===== config.mk =====
export PLATFORM = sky130hd
export DESIGN_NAME = dmem_ctrl
export DESIGN_NICKNAME = d
export VERILOG_FILES = /design/src/rtl/dmem_pkg.sv /design/src/rtl/dmem_lane_unit.sv /design/src/rtl/dmem_ctrl.sv
export SDC_FILE = /design/constraint.sdc
export NUM_CORES = 1
export LEC_CHECK = 0
export ABC_AREA = 1
export BUFFER_PORTS_ARGS = -buffer_cell sky130_fd_sc_hd__clkbuf_2
export CORE_MARGIN = 4
export CORE_UTILIZATION = 36
export DETAILED_ROUTE_END_ITERATION = 16
export PLACE_DENSITY = 0.65
export REMOVE_ABC_BUFFERS = 1
export SLEW_MARGIN = 20
export SYNTH_ARGS = -nofsm -noshare
export SYNTH_HDL_FRONTEND = slang
export SYNTH_SLANG_ARGS = --single-unit
export TNS_END_PERCENT = 50

===== constraint.sdc =====
create_clock -name clk -period 2.4 [get_ports clk]
set_input_delay 0.24 -clock clk [delete_from_list [all_inputs] [get_ports clk]]
set_output_delay 0.24 -clock clk [all_outputs]
set_load 0.1 [all_outputs]

===== src/rtl/dmem_pkg.sv =====
// Shared encodings and helpers for the data-memory access controller.
package dmem_pkg;

  // Access size encodings (req_size)
  localparam logic [1:0] SZ_BYTE = 2'b00;
  localparam logic [1:0] SZ_HALF = 2'b01;
  localparam logic [1:0] SZ_WORD = 2'b10;
  localparam logic [1:0] SZ_RSVD = 2'b11;

  // Controller FSM state type and encodings
  typedef logic [2:0] state_t;
  localparam state_t ST_IDLE    = 3'd0;
  localparam state_t ST_LD_WAIT = 3'd1;
  localparam state_t ST_RMW_RD  = 3'd2;
  localparam state_t ST_RMW_WR  = 3'd3;
  localparam state_t ST_ERR     = 3'd4;

  // True when the access cannot be served: unaligned half/word or reserved size
  function automatic logic is_misaligned(input logic [1:0] size, input logic [1:0] addr_lo);
    logic bad;
    case (size)
      SZ_HALF: bad = addr_lo[0];
      SZ_WORD: bad = (addr_lo != 2'b00);
      SZ_RSVD: bad = 1'b1;
      default: bad = 1'b0;
    endcase
    return bad;
  endfunction

endpackage


===== src/rtl/dmem_lane_unit.sv =====
// Byte-lane steering: load extract/extend and sub-word store merge.
module dmem_lane_unit
  import dmem_pkg::*;
(
  input  logic [1:0]  size,
  input  logic        sign_ext,
  input  logic [1:0]  addr_lo,
  input  logic [31:0] rdata,
  input  logic [31:0] wdata,
  output logic [31:0] load_data_c,
  output logic [31:0] merge_data_c
);

  logic [7:0]  byte_sel;
  logic [15:0] half_sel;
  logic        unused_wdata;

  assign byte_sel     = rdata[{addr_lo, 3'b000} +: 8];
  assign half_sel     = rdata[{addr_lo[1], 4'b0000} +: 16];
  assign unused_wdata = ^wdata[31:16];

  // Load path: pick the addressed lane and sign/zero extend it
  always_comb begin
    load_data_c = '0;
    case (size)
      SZ_BYTE: load_data_c = {{24{sign_ext & byte_sel[7]}}, byte_sel};
      SZ_HALF: load_data_c = {{16{sign_ext & half_sel[15]}}, half_sel};
      SZ_WORD: load_data_c = rdata;
      default: load_data_c = '0;
    endcase
  end

  // Store path: overwrite the addressed lane of the old word with new data
  always_comb begin
    merge_data_c = rdata;
    case (size)
      SZ_BYTE: merge_data_c[{addr_lo, 3'b000} +: 8]     = wdata[7:0];
      SZ_HALF: merge_data_c[{addr_lo[1], 4'b0000} +: 16] = wdata[15:0];
      default: merge_data_c = rdata;
    endcase
  end

endmodule


===== src/rtl/dmem_ctrl.sv =====
// MEM-stage access controller sequencing a single-port word-wide DataMemory.
module dmem_ctrl
  import dmem_pkg::*;
#(
  parameter int unsigned ADDR_W = 10,
  parameter int unsigned DATA_W = 32
)(
  input  logic              clk,
  input  logic              rst,
  input  logic              req_valid,
  input  logic              req_we,
  input  logic [1:0]        req_size,
  input  logic              req_signed,
  input  logic [31:0]       req_addr,
  input  logic [DATA_W-1:0] req_wdata,
  output logic              stall,
  output logic              rsp_valid,
  output logic [DATA_W-1:0] rsp_rdata,
  output logic              misalign,
  output logic [ADDR_W-1:0] mem_addr,
  output logic              mem_we,
  output logic [DATA_W-1:0] mem_din,
  input  logic [DATA_W-1:0] mem_dout
);

  state_t      state_q;
  state_t      state_d;
  logic [31:0] merge_q;
  logic [31:0] load_data_c;
  logic [31:0] merge_data_c;
  logic        bad_c;
  logic        unused_addr;

  assign bad_c       = is_misaligned(req_size, req_addr[1:0]);
  assign unused_addr = ^req_addr[31:ADDR_W+2];

  dmem_lane_unit u_lane (
    .size         (req_size),
    .sign_ext     (req_signed),
    .addr_lo      (req_addr[1:0]),
    .rdata        (mem_dout),
    .wdata        (req_wdata),
    .load_data_c  (load_data_c),
    .merge_data_c (merge_data_c)
  );

  // State register
  always_ff @(posedge clk or posedge rst) begin
    if (rst) state_q <= ST_IDLE;
    else     state_q <= state_d;
  end

  // Merge register: old word with the store lane replaced, written back in RMW_WR
  always_ff @(posedge clk or posedge rst) begin
    if (rst)                                     merge_q <= '0;
    else if (state_q == ST_RMW_RD && req_valid) merge_q <= merge_data_c;
  end

  // Next state and outputs; everything is forced low while rst is high
  always_comb begin
    state_d   = state_q;
    stall     = 1'b0;
    rsp_valid = 1'b0;
    rsp_rdata = '0;
    misalign  = 1'b0;
    mem_we    = 1'b0;
    mem_din   = '0;
    mem_addr  = rst ? '0 : req_addr[ADDR_W+1:2];
    if (!rst) begin
      case (state_q)
        ST_IDLE: begin
          if (req_valid) begin
            if (bad_c) begin
              stall   = 1'b1;
              state_d = ST_ERR;
            end else if (req_we && req_size == SZ_WORD) begin
              mem_we  = 1'b1;
              mem_din = req_wdata;
            end else if (req_we) begin
              stall   = 1'b1;
              state_d = ST_RMW_RD;
            end else begin
              stall   = 1'b1;
              state_d = ST_LD_WAIT;
            end
          end
        end
        ST_LD_WAIT: begin
          state_d = ST_IDLE;
          if (req_valid) begin
            rsp_valid = 1'b1;
            rsp_rdata = load_data_c;
          end
        end
        ST_RMW_RD: begin
          if (req_valid) begin
            stall   = 1'b1;
            state_d = ST_RMW_WR;
          end else begin
            state_d = ST_IDLE;
          end
        end
        ST_RMW_WR: begin
          state_d = ST_IDLE;
          if (req_valid) begin
            mem_we  = 1'b1;
            mem_din = merge_q;
          end
        end
        ST_ERR: begin
          state_d  = ST_IDLE;
          misalign = req_valid;
        end
        default: state_d = ST_IDLE;
      endcase
    end
  end

endmodule

Yosys cells after proc, flatten, opt, wreduce, memory -nomap -nowiden
Cells that the tools add are included.
{"block": "word_totals", "wordCells": 64, "reg_bits": 35, "out_inout_bits": 78, "in_bits": 103}
{"block": "classes", "eq_ne": 9, "add_sub_neg": 2, "n_bitwise": 3, "n_mux": 36, "n_reduce_logical": 6, "shifts": 6}
{"cell": "2-to-1 mux 32 bit", "count": 8}
{"cell": "case mux 32 bit (2 select lines)", "count": 2}
{"cell": "case mux 32 bit (3 select lines)", "count": 1}
{"cell": "bitwise mux 32 bit", "count": 2}
{"cell": "variable shift 16 x 7 -> 32 bit, first input constant", "count": 1}
{"cell": "variable shift 8 x 7 -> 32 bit, first input constant", "count": 1}
{"cell": "variable part select 16 x 7 -> 32 bit", "count": 1}
{"cell": "variable part select 32 x 6 -> 16 bit", "count": 1}
{"cell": "variable part select 32 x 6 -> 8 bit", "count": 1}
{"cell": "variable part select 8 x 7 -> 32 bit", "count": 1}
{"cell": "negation 5 -> 7 bit", "count": 2}
{"cell": "2-to-1 mux 1 bit", "count": 13}
{"cell": "2-to-1 mux 10 bit", "count": 1}
{"cell": "2-to-1 mux 3 bit", "count": 3}
{"cell": "== test 3 x 2 -> 1 bit, second input constant", "count": 2}
{"cell": "case mux 3 bit (2 select lines)", "count": 1}
{"cell": "== test 2 bit, second input constant", "count": 2}
{"cell": "2-to-1 mux 2 bit", "count": 2}
{"cell": "case mux 1 bit (2 select lines)", "count": 2}
{"cell": "== test 3 x 1 -> 1 bit, second input constant", "count": 1}
{"cell": "== test 3 bit, second input constant", "count": 1}
{"cell": "zero test 3 bit", "count": 1}
{"cell": "!= test 3 bit, second input constant", "count": 1}
{"cell": "case mux 1 bit (3 select lines)", "count": 1}
{"cell": "8 further kinds", "count": 10}

Longest topological paths before layout
{"block": "depth", "ltp_word": 7, "mapped_depth": 13, "ltp_nobuf": 9}

Modules after synthesis
A second synthesis with hierarchy kept.
{"block": "unflattened", "cells_unflattened": 832, "hier_area_um2": 4813.4}
{"module": "dmem_ctrl", "seq_area_each_um2": 875.8, "area_per_inst_um2": 2548.7, "instances": 1, "cells_per_inst": 323}
{"module": "dmem_lane_unit", "seq_area_each_um2": 0.0, "area_per_inst_um2": 2264.7, "instances": 1, "cells_per_inst": 509}

Worst setup path before layout
OpenSTA, ideal clock, no wires.
{"block": "synth_path", "path_kind": "flip-flop to output port", "start": "register state_q[2]", "end": "output misalign", "path_stages_with_launch": 3, "required_time_ps": 2160, "path_slack_ps": -1271, "n_path_buf": 0, "arrival_time_ps": 3431, "cell_sequence": "dfrtp_1 > inv_2 > nor4_1"}
{"block": "synth_via", "elab_chain_len": 3}
{"item": "start: declaration", "line": "dmem_ctrl.sv:26", "text": "state_t state_q;"}
{"item": "start signal: assignment", "line": "dmem_ctrl.sv:50", "text": "else state_q <= state_d;"}
{"item": "== test 3 bit", "line": "dmem_ctrl.sv:70", "text": "case (state_q)"}
{"item": "2-to-1 mux 1 bit", "line": "dmem_ctrl.sv:70"}
{"item": "2-to-1 mux 1 bit", "line": "dmem_ctrl.sv:69", "text": "if (!rst) begin"}
{"item": "end: declaration", "line": "dmem_ctrl.sv:19", "text": "output logic misalign,"}
No other way between the ends.

Worst setup path after layout
{"block": "layout_path", "start": "register state_q[2]", "end": "output rsp_rdata[14]"}
{"block": "layout_via", "elab_chain_len": 3}
{"item": "== test 3 x 1 -> 1 bit", "line": "dmem_ctrl.sv:70"}
{"item": "2-to-1 mux 32 bit", "line": "dmem_ctrl.sv:70"}
{"item": "2-to-1 mux 32 bit", "line": "dmem_ctrl.sv:69"}
{"item": "end: declaration", "line": "dmem_ctrl.sv:18", "text": "output logic [DATA_W-1:0] rsp_rdata,"}
No other way between the ends.

==> flow_metrics.tcl <==
set metrics [dict create \
    p_leak_nw 3.15 \
    post_dp_cell_area_um2 6400 \
    min_to "merge_q[1]$_DFFE_PP0P_" \
    place_congestion 0.957 \
    ys_ff_latch 35 \
    yosysUniqueCellTypes 37 \
    hold_buffers 0 \
    timing.fmax_mhz 444 \
    core_um2 12200 \
    hpwl_mm 12.8 \
    hold_class "in -> reg" \
    grt_max_degree 40 \
    final_cells 1105 \
    layout_min_cycle_time_ns 2.25 \
    drtPass1Iterations 5 \
    hold_viol 0 \
    clkTransAtPathRegs_ns 0.06 \
    worstHoldPathCells 5 \
    setup_viol 0 \
    drv_cap 0 \
    dieArea_um2 14400 \
    cts-buffers-inserted 5 \
    critPathKind "reg -> out" \
    synth_edf_count 0 \
    grt_pass1_wl_mm 26.4 \
    antenna_cells 0 \
    yosys_warnings 0 \
    cp.arrival_ns 2.01 \
    synth_area_um2 4530 \
    routed_wl_mm 16.7 \
    reg2reg_depth 7 \
    drive_gt1_frac 0.282 \
    grt_setup_unrepaired "no" \
    ys.flop_type "dfrtp_1" \
    status "finished clean" \
    drc 0 \
    gr-usage-all-layers 0.223 \
    syn2layout_area_growth_pct 44.7 \
    gr-total-overflow 0 \
    async_flop_share 1.00 \
    vias 5541 \
    r2r-end "merge_q[29]$_DFFE_PP0P_" \
    drtIter0Drc 404 \
    io_buffers 160 \
    regToRegSetupSlack_ns 0.51 \
    antenna_found_initial 0 \
    min_period_over_period 0.939 \
    cts_sinks 35 \
    start_kind "flip-flop" \
    r2r_start "state_q[2]$_DFFE_PP0P_" \
    path_max_fanout 19 \
    nets 1043 \
    via_per_inst 5.01 \
    ir_drop_uv 304 \
    cp_slowest_stage_delay_ns 0.47 \
    worst-path-buf-inv 3 \
    layout_commonest_cell "nand2_1" \
    avgSynthCellArea_um2 5.73 \
    grt_pass1_vias 5119 \
    hp-start "mem_dout[1]" \
    yosysSeqAreaShare 0.193 \
    worst_slew_pin_slew_ns 0.544 \
    antenna_left 0 \
    power_density_nw_per_um2 503 \
    wl_per_cell_um 15.1 \
    syn_inst 790 \
    ioPinCount 181 \
    slowest_stage "dfrtp_1" \
    clockBufferDepth 2 \
    cp_data_required_time_ns 2.16 \
    die_h_um 120 \
    relSlewSlack 0.639 \
    ctsRootBufferMaster "clkbuf_16" \
    cp_top_family "buffers and inverters" \
    path_cells "inv_2 -> nand3_2 -> nor3_4 -> nand2_4 -> buf_4 -> a21oi_2 -> buf_12" \
    initial_core_util 0.373 \
    fp.dieW_um 120 \
    fin_worst_skew_ns 0.00282 \
    final_cell_mix "285 x nand2_1, 93 x clkbuf_2, 83 x inv_1, 76 x nor2_1, 72 x a21oi_1" \
    whs_ns 0.309 \
    cts.htree.levels 2 \
    cts_tree "built" \
    fin_area_um2 6560 \
    dp.cells 1097 \
    drv_slew 0 \
    clk_latency_ns 0.28 \
    rows 40 \
    cp-end-kind "primary output" \
]
[layout make-up]
cell class | count | area (um^2)
fillers | 1234 | 5600
multi-input cells | 609 | 2950
repair buffers | 182 | 1980
flip-flops and latches | 35 | 876
inverters | 103 | 405
well taps | 168 | 210
clock buffers | 5 | 125
clock inverters | 3 | 15.0
[logic make-up after synthesis]
logic type	share of synthesized area
simple gates	0.446
compound gates	0.193
buf+inv	0.157
flops	0.193
fa+ha+maj	0.0110
[worst register-to-register path: stages, from the launching register on]
cell     delay (ns)
dfrtp_1        0.47
nor2_1         0.16
nand2_2        0.18
inv_2          0.41
buf_12         0.25
nand3_1        0.11
nor2_1         0.14
nor2_1         0.06
[state kept, by name (all words and copies together), names as in the netlist]
name and count:
merge_q 32, state_q 3
[through the flow]
step           power, mW  utilization  worst slack (ns)  TNS (ns)
5_1_grt             3.54        0.539            0.0142         0
6_report            3.30        0.539             0.147         0
3_5_place_dp        2.65        0.527             0.260         0
3_3_place_gp        2.62        0.527             0.244         0
2_1_floorplan       2.09            -             -1.47    -59.29
4_1_cts             3.31        0.539            0.0986         0
[report_power, final]
group	switching (mW)	internal [mW]	total, mW
clock network	0.266	0.379	0.645
registers	0.160	0.880	1.04
logic	1.06	0.552	1.61
total	1.48	1.81	3.30
[Yosys cell counts, types with 2 or more instances]
master | n | area [um^2]
nor2_4 | 2 | 22.5
nand2_2 | 11 | 68.8
nand3_2 | 2 | 20.0
nor2_1 | 76 | 285
o21ai_0 | 32 | 160
buf_2 | 18 | 90.1
nor2_2 | 3 | 18.8
buf_6 | 12 | 135
or2_1 | 4 | 25.0
inv_1 | 84 | 315
inv_2 | 15 | 56.3
nand2_1 | 285 | 1070
a21oi_2 | 26 | 228
nand3_1 | 51 | 255
buf_4 | 9 | 67.6
nor2_8 | 3 | 60.1
or2_0 | 10 | 62.6
dfrtp_1 | 35 | 876
nand2_4 | 4 | 45.0
nor3_4 | 2 | 32.5
ha_1 | 4 | 50.1
a21oi_1 | 72 | 360
clkbuf_1 | 3 | 11.3
o211ai_1 | 14 | 105
[worst max-delay path by stage]
stage	start	cells past startpoint	slack, ns	to
2_1_floorplan	state_q[2]$_DFFE_PP0P_	5	-1.47	rsp_rdata[10]
3_3_place_gp	state_q[2]$_DFFE_PP0P_	8	0.24	rsp_rdata[4]
3_5_place_dp	req_size[1]	8	0.26	rsp_rdata[4]
4_1_cts	state_q[2]$_DFFE_PP0P_	8	0.1	rsp_rdata[4]
5_1_grt	state_q[2]$_DFFE_PP0P_	8	0.01	rsp_rdata[5]
6_report	state_q[2]$_DFFE_PP0P_	7	0.15	rsp_rdata[14]
[routing by layer]
| layer | vias up | routed length (um) | track usage |
|---|---|---|---|
| li1 | 2760 | - | - |
| met1 | 2487 | 7510 | 0.314 |
| met2 | 263 | 7430 | 0.359 |
| met3 | 31 | 1380 | 0.0360 |
| met4 | 0 | 399 | 0.0523 |
| met5 | - | 0 | 0 |
[what timing repair did]
| item | in CTS | in global routing |
|---|---|---|
| setup endpoints to repair | 7 | 8 |
| gates resized for setup | 1 | 2 |
| setup buffers | 0 | 0 |
No activity file was read; power rests on OpenSTA's default activity.
